--- config.mk ---
export PLATFORM = sky130hd
export DESIGN_NAME = mem_port_arbiter
export DESIGN_NICKNAME = d
export VERILOG_FILES = /design/src/rtl/mem_port_arbiter.sv
export SDC_FILE = /design/constraint.sdc
export NUM_CORES = 1
export LEC_CHECK = 0
export CORE_AREA = 2 2 113 115
export DETAILED_ROUTE_END_ITERATION = 16
export DIE_AREA = 0 0 115 117
export GPL_ROUTABILITY_DRIVEN = 0
export MAX_ROUTING_LAYER = met4
export SYNTH_ARGS = -nofsm -noshare
export SYNTH_HDL_FRONTEND = slang
export SYNTH_SLANG_ARGS = --single-unit
export TNS_END_PERCENT = 50
--- constraint.sdc ---
create_clock -name clk -period 2.2 [get_ports clk]
set_clock_uncertainty 0.1 [all_clocks]
set_input_delay 0.22 -clock clk [delete_from_list [all_inputs] [get_ports clk]]
set_output_delay 0.22 -clock clk [all_outputs]
set_load 0.1 [all_outputs]
--- src/rtl/mem_port_arbiter.sv ---
// ---------------------------------------------------------------------------
// mem_port_arbiter
//
// Shares a single req/gnt/rvalid memory port between NUM_REQ requesters
// (for example I-cache refill, D-cache and debug). Arbitration is
// round-robin. A requester can hold the port with lock_i, which is useful
// for multi-word line refills. Every granted transaction records its owner
// in an in-order FIFO so that each memory response is routed back to the
// requester that issued it.
//
// Ports
//   clk, rst_n     clock (rising edge) and asynchronous active-low reset
//   req_i          per-requester request, held until granted
//   lock_i         per-requester request to keep the port after its grant
//   addr_i         per-requester address, slice [32*k +: 32]
//   wdata_i        per-requester write data, slice [32*k +: 32]
//   we_i, be_i     per-requester write enable and byte enables
//   gnt_o          one-hot grant to the requester that was accepted
//   rvalid_o       one-hot response valid to the owner of the response
//   rdata_o        shared response data, qualified by rvalid_o
//   error_o        shared response error, qualified by rvalid_o
//   mem_*_o        request towards the memory port
//   mem_gnt_i      memory grant
//   mem_rvalid_i   in-order memory response valid
//   mem_rdata_i    memory response data
//   mem_error_i    memory response error
//   spurious_o     sticky flag: a response arrived with nothing outstanding
// ---------------------------------------------------------------------------
module mem_port_arbiter #(
    parameter int NUM_REQ         = 2,
    parameter int MAX_OUTSTANDING = 2
) (
    input  logic                   clk,
    input  logic                   rst_n,
    input  logic [NUM_REQ-1:0]     req_i,
    input  logic [NUM_REQ-1:0]     lock_i,
    input  logic [32*NUM_REQ-1:0]  addr_i,
    input  logic [32*NUM_REQ-1:0]  wdata_i,
    input  logic [NUM_REQ-1:0]     we_i,
    input  logic [4*NUM_REQ-1:0]   be_i,
    output logic [NUM_REQ-1:0]     gnt_o,
    output logic [NUM_REQ-1:0]     rvalid_o,
    output logic [31:0]            rdata_o,
    output logic                   error_o,
    output logic                   mem_req_o,
    output logic [31:0]            mem_addr_o,
    output logic [31:0]            mem_wdata_o,
    output logic                   mem_we_o,
    output logic [3:0]             mem_be_o,
    input  logic                   mem_gnt_i,
    input  logic                   mem_rvalid_i,
    input  logic [31:0]            mem_rdata_i,
    input  logic                   mem_error_i,
    output logic                   spurious_o
);

    localparam int IDW  = (NUM_REQ > 1) ? $clog2(NUM_REQ) : 1;
    localparam int CNTW = $clog2(MAX_OUTSTANDING + 1);
    localparam int PTRW = (MAX_OUTSTANDING > 1) ? $clog2(MAX_OUTSTANDING) : 1;

    localparam logic ST_ARB    = 1'b0;
    localparam logic ST_LOCKED = 1'b1;

    logic            state_q, state_d;
    logic [IDW-1:0]  lock_owner_q, lock_owner_d;
    logic [IDW-1:0]  rr_ptr_q, rr_ptr_d;
    logic [IDW-1:0]  fifo_q [MAX_OUTSTANDING];
    logic [PTRW-1:0] wr_ptr_q, rd_ptr_q;
    logic [CNTW-1:0] count_q;
    logic            spurious_q;

    logic            win_valid;
    logic [IDW-1:0]  win_id;
    logic            fifo_full, fifo_empty;
    logic            push, pop;

    assign fifo_full  = (count_q == CNTW'(MAX_OUTSTANDING));
    assign fifo_empty = (count_q == '0);

    // In ARB the first requesting index at or after rr_ptr wins; in LOCKED
    // the owner is the only candidate, even if it is not requesting.
    always_comb begin
        logic [IDW-1:0] cand;
        int             idx;
        win_valid = 1'b0;
        win_id    = '0;
        cand      = '0;
        idx       = 0;
        if (state_q == ST_LOCKED) begin
            win_id    = lock_owner_q;
            win_valid = req_i[lock_owner_q];
        end else begin
            for (int i = 0; i < NUM_REQ; i++) begin
                idx = int'(rr_ptr_q) + i;
                if (idx >= NUM_REQ) begin
                    idx = idx - NUM_REQ;
                end
                cand = IDW'(idx);
                if (!win_valid && req_i[cand]) begin
                    win_valid = 1'b1;
                    win_id    = cand;
                end
            end
        end
    end

    // A full FIFO blocks new requests even if a response pops this cycle.
    assign mem_req_o = win_valid && !fifo_full;
    assign push      = mem_req_o && mem_gnt_i;
    assign pop       = mem_rvalid_i && !fifo_empty;

    assign mem_addr_o  = win_valid ? addr_i[32*win_id +: 32]  : '0;
    assign mem_wdata_o = win_valid ? wdata_i[32*win_id +: 32] : '0;
    assign mem_we_o    = win_valid ? we_i[win_id]             : 1'b0;
    assign mem_be_o    = win_valid ? be_i[4*win_id +: 4]      : '0;

    assign rdata_o    = mem_rdata_i;
    assign error_o    = mem_error_i;
    assign spurious_o = spurious_q;

    always_comb begin
        gnt_o    = '0;
        rvalid_o = '0;
        if (push) begin
            gnt_o[win_id] = 1'b1;
        end
        if (pop) begin
            rvalid_o[fifo_q[rd_ptr_q]] = 1'b1;
        end
    end

    // Lock is entered only on a grant and left as soon as the owner drops
    // lock_i; the pointer is frozen while locked.
    always_comb begin
        state_d      = state_q;
        lock_owner_d = lock_owner_q;
        rr_ptr_d     = rr_ptr_q;
        if (state_q == ST_ARB) begin
            if (push) begin
                rr_ptr_d = (win_id == IDW'(NUM_REQ - 1)) ? '0 : win_id + IDW'(1);
                if (lock_i[win_id]) begin
                    state_d      = ST_LOCKED;
                    lock_owner_d = win_id;
                end
            end
        end else begin
            if (!lock_i[lock_owner_q]) begin
                state_d = ST_ARB;
            end
        end
    end

    always_ff @(posedge clk or negedge rst_n) begin
        if (!rst_n) begin
            state_q      <= ST_ARB;
            lock_owner_q <= '0;
            rr_ptr_q     <= '0;
            wr_ptr_q     <= '0;
            rd_ptr_q     <= '0;
            count_q      <= '0;
            spurious_q   <= 1'b0;
            for (int i = 0; i < MAX_OUTSTANDING; i++) begin
                fifo_q[i] <= '0;
            end
        end else begin
            state_q      <= state_d;
            lock_owner_q <= lock_owner_d;
            rr_ptr_q     <= rr_ptr_d;
            if (push) begin
                fifo_q[wr_ptr_q] <= win_id;
                wr_ptr_q <= (wr_ptr_q == PTRW'(MAX_OUTSTANDING - 1)) ? '0 : wr_ptr_q + PTRW'(1);
            end
            if (pop) begin
                rd_ptr_q <= (rd_ptr_q == PTRW'(MAX_OUTSTANDING - 1)) ? '0 : rd_ptr_q + PTRW'(1);
            end
            if (push && !pop) begin
                count_q <= count_q + CNTW'(1);
            end else if (pop && !push) begin
                count_q <= count_q - CNTW'(1);
            end
            if (mem_rvalid_i && fifo_empty) begin
                spurious_q <= 1'b1;
            end
        end
    end

endmodule

==> metrics.cfg, run 1 <==
[run_status]
status = complete, no violations

[grt]
grtUsageTotal_pct = 13.8
grt_max_degree = 43
grt_overflow = 0
antenna_found_initial = 0
grt_pass1_wl_mm = 14.4
grt_pass1_vias = 2942

[final_layout]
nNetsFinal = 691
diodes = 0
syn2layout_area_growth_pct = 159
fillers = 1169
fin_util_pct = 45.6
drive_above_1_share_pct = 38.4

[power]
pwr-share-seq_pct = 4.7
powerDensity_nw_per_um2 = 1290
vdd_drop_max_uv = 777
switchingPower_uw = 4250
p_sw_share_pct = 58.8
comb_power_share_pct = 90.3
p_int_uw = 2990
pwr-share-clk_pct = 5.0
p_leak_uw = 0.00220

[clocking]
clockBufferDepth = 2
numCtsBuffers = 3
clockRootBuffer = clkbuf_16
htree_levels = 1
path_clk_slew_ps = 40
cts_tree = yes
clkLatencyLatePin_ps = 240
cts_sinks = 10

[floorplanning]
ioPinCount = 287
rows = 41
die_area_um2 = 13500
die_width_um = 115
coreArea_um2 = 12300
initial_core_util_pct = 17.6
die_h_um = 117

[timing]
final.setup.tns_ps = 0
min_period_over_period_pct = 98.6
tightestPinTransition_ps = 632
final_hold_viol_count = 0
min_period_ps = 2170
slew_viol_final = 0
rsz0062_at_grt = true
fin_hold_ws_ps = 210
setup_viol = 0
fmax_mhz = 461
relSlewSlack_pct = 57.4

[run]
drv_cap = 0

[yosys]
synth-seq-cells = 10
yosys_warnings = 0
netlist_top_cells_area = a21oi_2 (26%), nand2_1 (24%), buf_4 (14%)
syn-num-nets = 494
yosysSeqAreaShare_pct = 11.5
syn-instance-count = 314
yosysTopAreaCell = a21oi_2
avgSynthCellArea_um2 = 6.90
yosys.area.top_type_share_pct = 25.9
synth_cell_type_count = 30
syn_area_um2 = 2170

[setup_path]
cp_max_fo = 21
startpoint_type = flop
cp.required_ps = 1880
worstReg2RegStart = state_q
r2r_end = state_q
r2r_slack_ps = 300
end_kind = output port
cp.arrival_ps = 1850
worstSetupPathType = flop to output port
reg2reg_depth = 5

[drt]
viasPerCell = 4.35
final_antenna_net_count = 0
drt_wl_total_mm = 10.2
vias = 2869
wl_per_cell_um = 15.4
drc_errors = 0
drtIter0Drc = 95
drtPass1Iterations = 4

[placed_design]
io_buffers = 220
dp_hpwl_mm = 7.97

[hold_path]
hold_path_class = primary input to asynchronous set/reset pin

==> flip-flops by register name, indices dropped and copies added (netlist names) <==
name	flops
spurious_o	1
rd_ptr_q	1
wr_ptr_q	1
rr_ptr_q	1
fifo_q	2
state_q	1
lock_owner_q	1
count_q	2
==> worst max-delay path, cell delays in order, from the launching register on <==
cell and delay (ps):
dfrtp_2 440, nand2b_4 160, o21ai_4 200, buf_12 150
buf_12 150, nand2_1 80, a21oi_2 210, buf_12 200
==> metrics by stage <==
step                      setup WS, ps  total power (µW)  cell area (µm²)  instances
after floorplan                   -343              4800             2460        314
after global placement           -34.8              6620             5340        645
after detailed placement         -33.6              6670             5340        645
after CTS                        -2.69              7230             5550        654
after global routing             -54.0              7510             5620        660
final                             31.3              7240             5620        660
==> Yosys cell counts <==
library cell	instances
a21o_1	1
a21oi_1	7
a21oi_2	64
a22o_1	1
a311oi_1	1
buf_12	8
buf_2	8
buf_4	40
dfrtp_1	10
ha_1	1
inv_1	1
mux2_1	3
mux2_2	2
mux2i_1	1
nand2_1	139
nand2b_1	2
nor2_1	6
nor2_2	1
nor2b_1	2
nor2b_2	1
nor3_1	3
nor3b_1	1
nor4b_2	1
o21a_1	1
o21ai_0	1
o21ai_2	1
o21bai_2	1
o221ai_2	1
xnor2_1	3
xor2_1	2
==> timing repair <==
action / 4_1_cts / 5_1_grt
cloned: 2 / 2
endpoints found under the setup margin: 45 / 62
setup buffers: 3 / 5
pin swaps: 21 / 15
gates resized for setup: 6 / 3
hold buffers: 0 / 0
==> cells by family (layout without fill, tap and decap cells) <==
group	count (synthesis)	in the layout	synth area share, %
and+or+nand+nor	156	156	28.7
AOI/OAI and AO/OA	79	79	30.8
buffers and inverters	57	253	23.3
DFF	10	10	11.5
muxes	6	6	3.06
xor gates and xnor gates	5	5	2.02
adders and majority gates	1	1	0.577
==> per-layer routing <==
| layer | global-route usage (%) | wire [µm] |
|---|---|---|
| met5 | - | 0 |
| met4 | 3.05 | 75 |
| met3 | 2.88 | 888 |
| met2 | 24.4 | 5100 |
| met1 | 16.3 | 4120 |
==> power by group through the flow <==
stage          registers [µW]  clock network [µW]  logic [µW]
2_1_floorplan             321                   0        4480
3_3_place_gp              335                   0        6280
3_5_place_dp              337                   0        6330
4_1_cts                   341                 367        6520
5_1_grt                   355                 376        6780
6_report                  343                 359        6540
==> layout make-up <==
class                      instances  area (µm²)  area share [%]
inverter                           1        3.75          0.0668
clock buffer                       4        88.8            1.58
multi-input combinational        247        1740            30.9
timing repair buffer             248        3350            59.6
tap                              150         188            3.34
sequential                        10         253            4.50
==> how the worst max path moves through the flow <==
stage	startpoint	to	slack (ps)	depth (start not counted)
after floorplan	state_q	gnt_o[1]	-340	5
after global placement	req_i[0]	mem_addr_o[5]	-30	7
after detailed placement	req_i[0]	mem_addr_o[5]	-30	7
after CTS	state_q	mem_wdata_o[18]	-3	8
after global routing	state_q	mem_addr_o[23]	-50	6
final	state_q	mem_addr_o[5]	30	7
==> layout by cell type, fill, tap and decap left out, drive strengths merged <==
| master | synthesis | layout |
|---|---|---|
| ha | 1 | 1 |
| clkdlybuf4s50 | 0 | 144 |
| bufbuf | 0 | 1 |
| buf | 56 | 100 |
| a21oi | 71 | 71 |
| nor3b | 1 | 1 |
| nor2 | 7 | 7 |
| inv | 1 | 1 |
| clkbuf | 0 | 6 |
| dfrtp | 10 | 10 |
| o21ai | 2 | 2 |
| o21bai | 1 | 1 |
| o21a | 1 | 1 |
| a22o | 1 | 1 |
| nand2b | 2 | 2 |
| nor2b | 3 | 3 |
| o221ai | 1 | 1 |
| a21o | 1 | 1 |
| xnor2 | 3 | 3 |
| mux2i | 1 | 1 |
| nor4b | 1 | 1 |
| a311oi | 1 | 1 |
| dlygate4sd2 | 0 | 1 |
| mux2 | 5 | 5 |
| nand2 | 139 | 139 |
| xor2 | 2 | 2 |
| nor3 | 3 | 3 |
Power figures use the tool's default switching activity.
==> inputs of run 2 (changes only) <==
--- a/config.mk
+++ b/config.mk
@@ -6,6 +6,7 @@
 export NUM_CORES = 1
 export LEC_CHECK = 0
 export CORE_AREA = 2 2 113 115
+export CTS_CLUSTER_SIZE = 30
 export DETAILED_ROUTE_END_ITERATION = 16
 export DIE_AREA = 0 0 115 117
 export GPL_ROUTABILITY_DRIVEN = 0
==> results of run 2 <==
The final DEF is identical to that of run 1; final timing and power are the same.
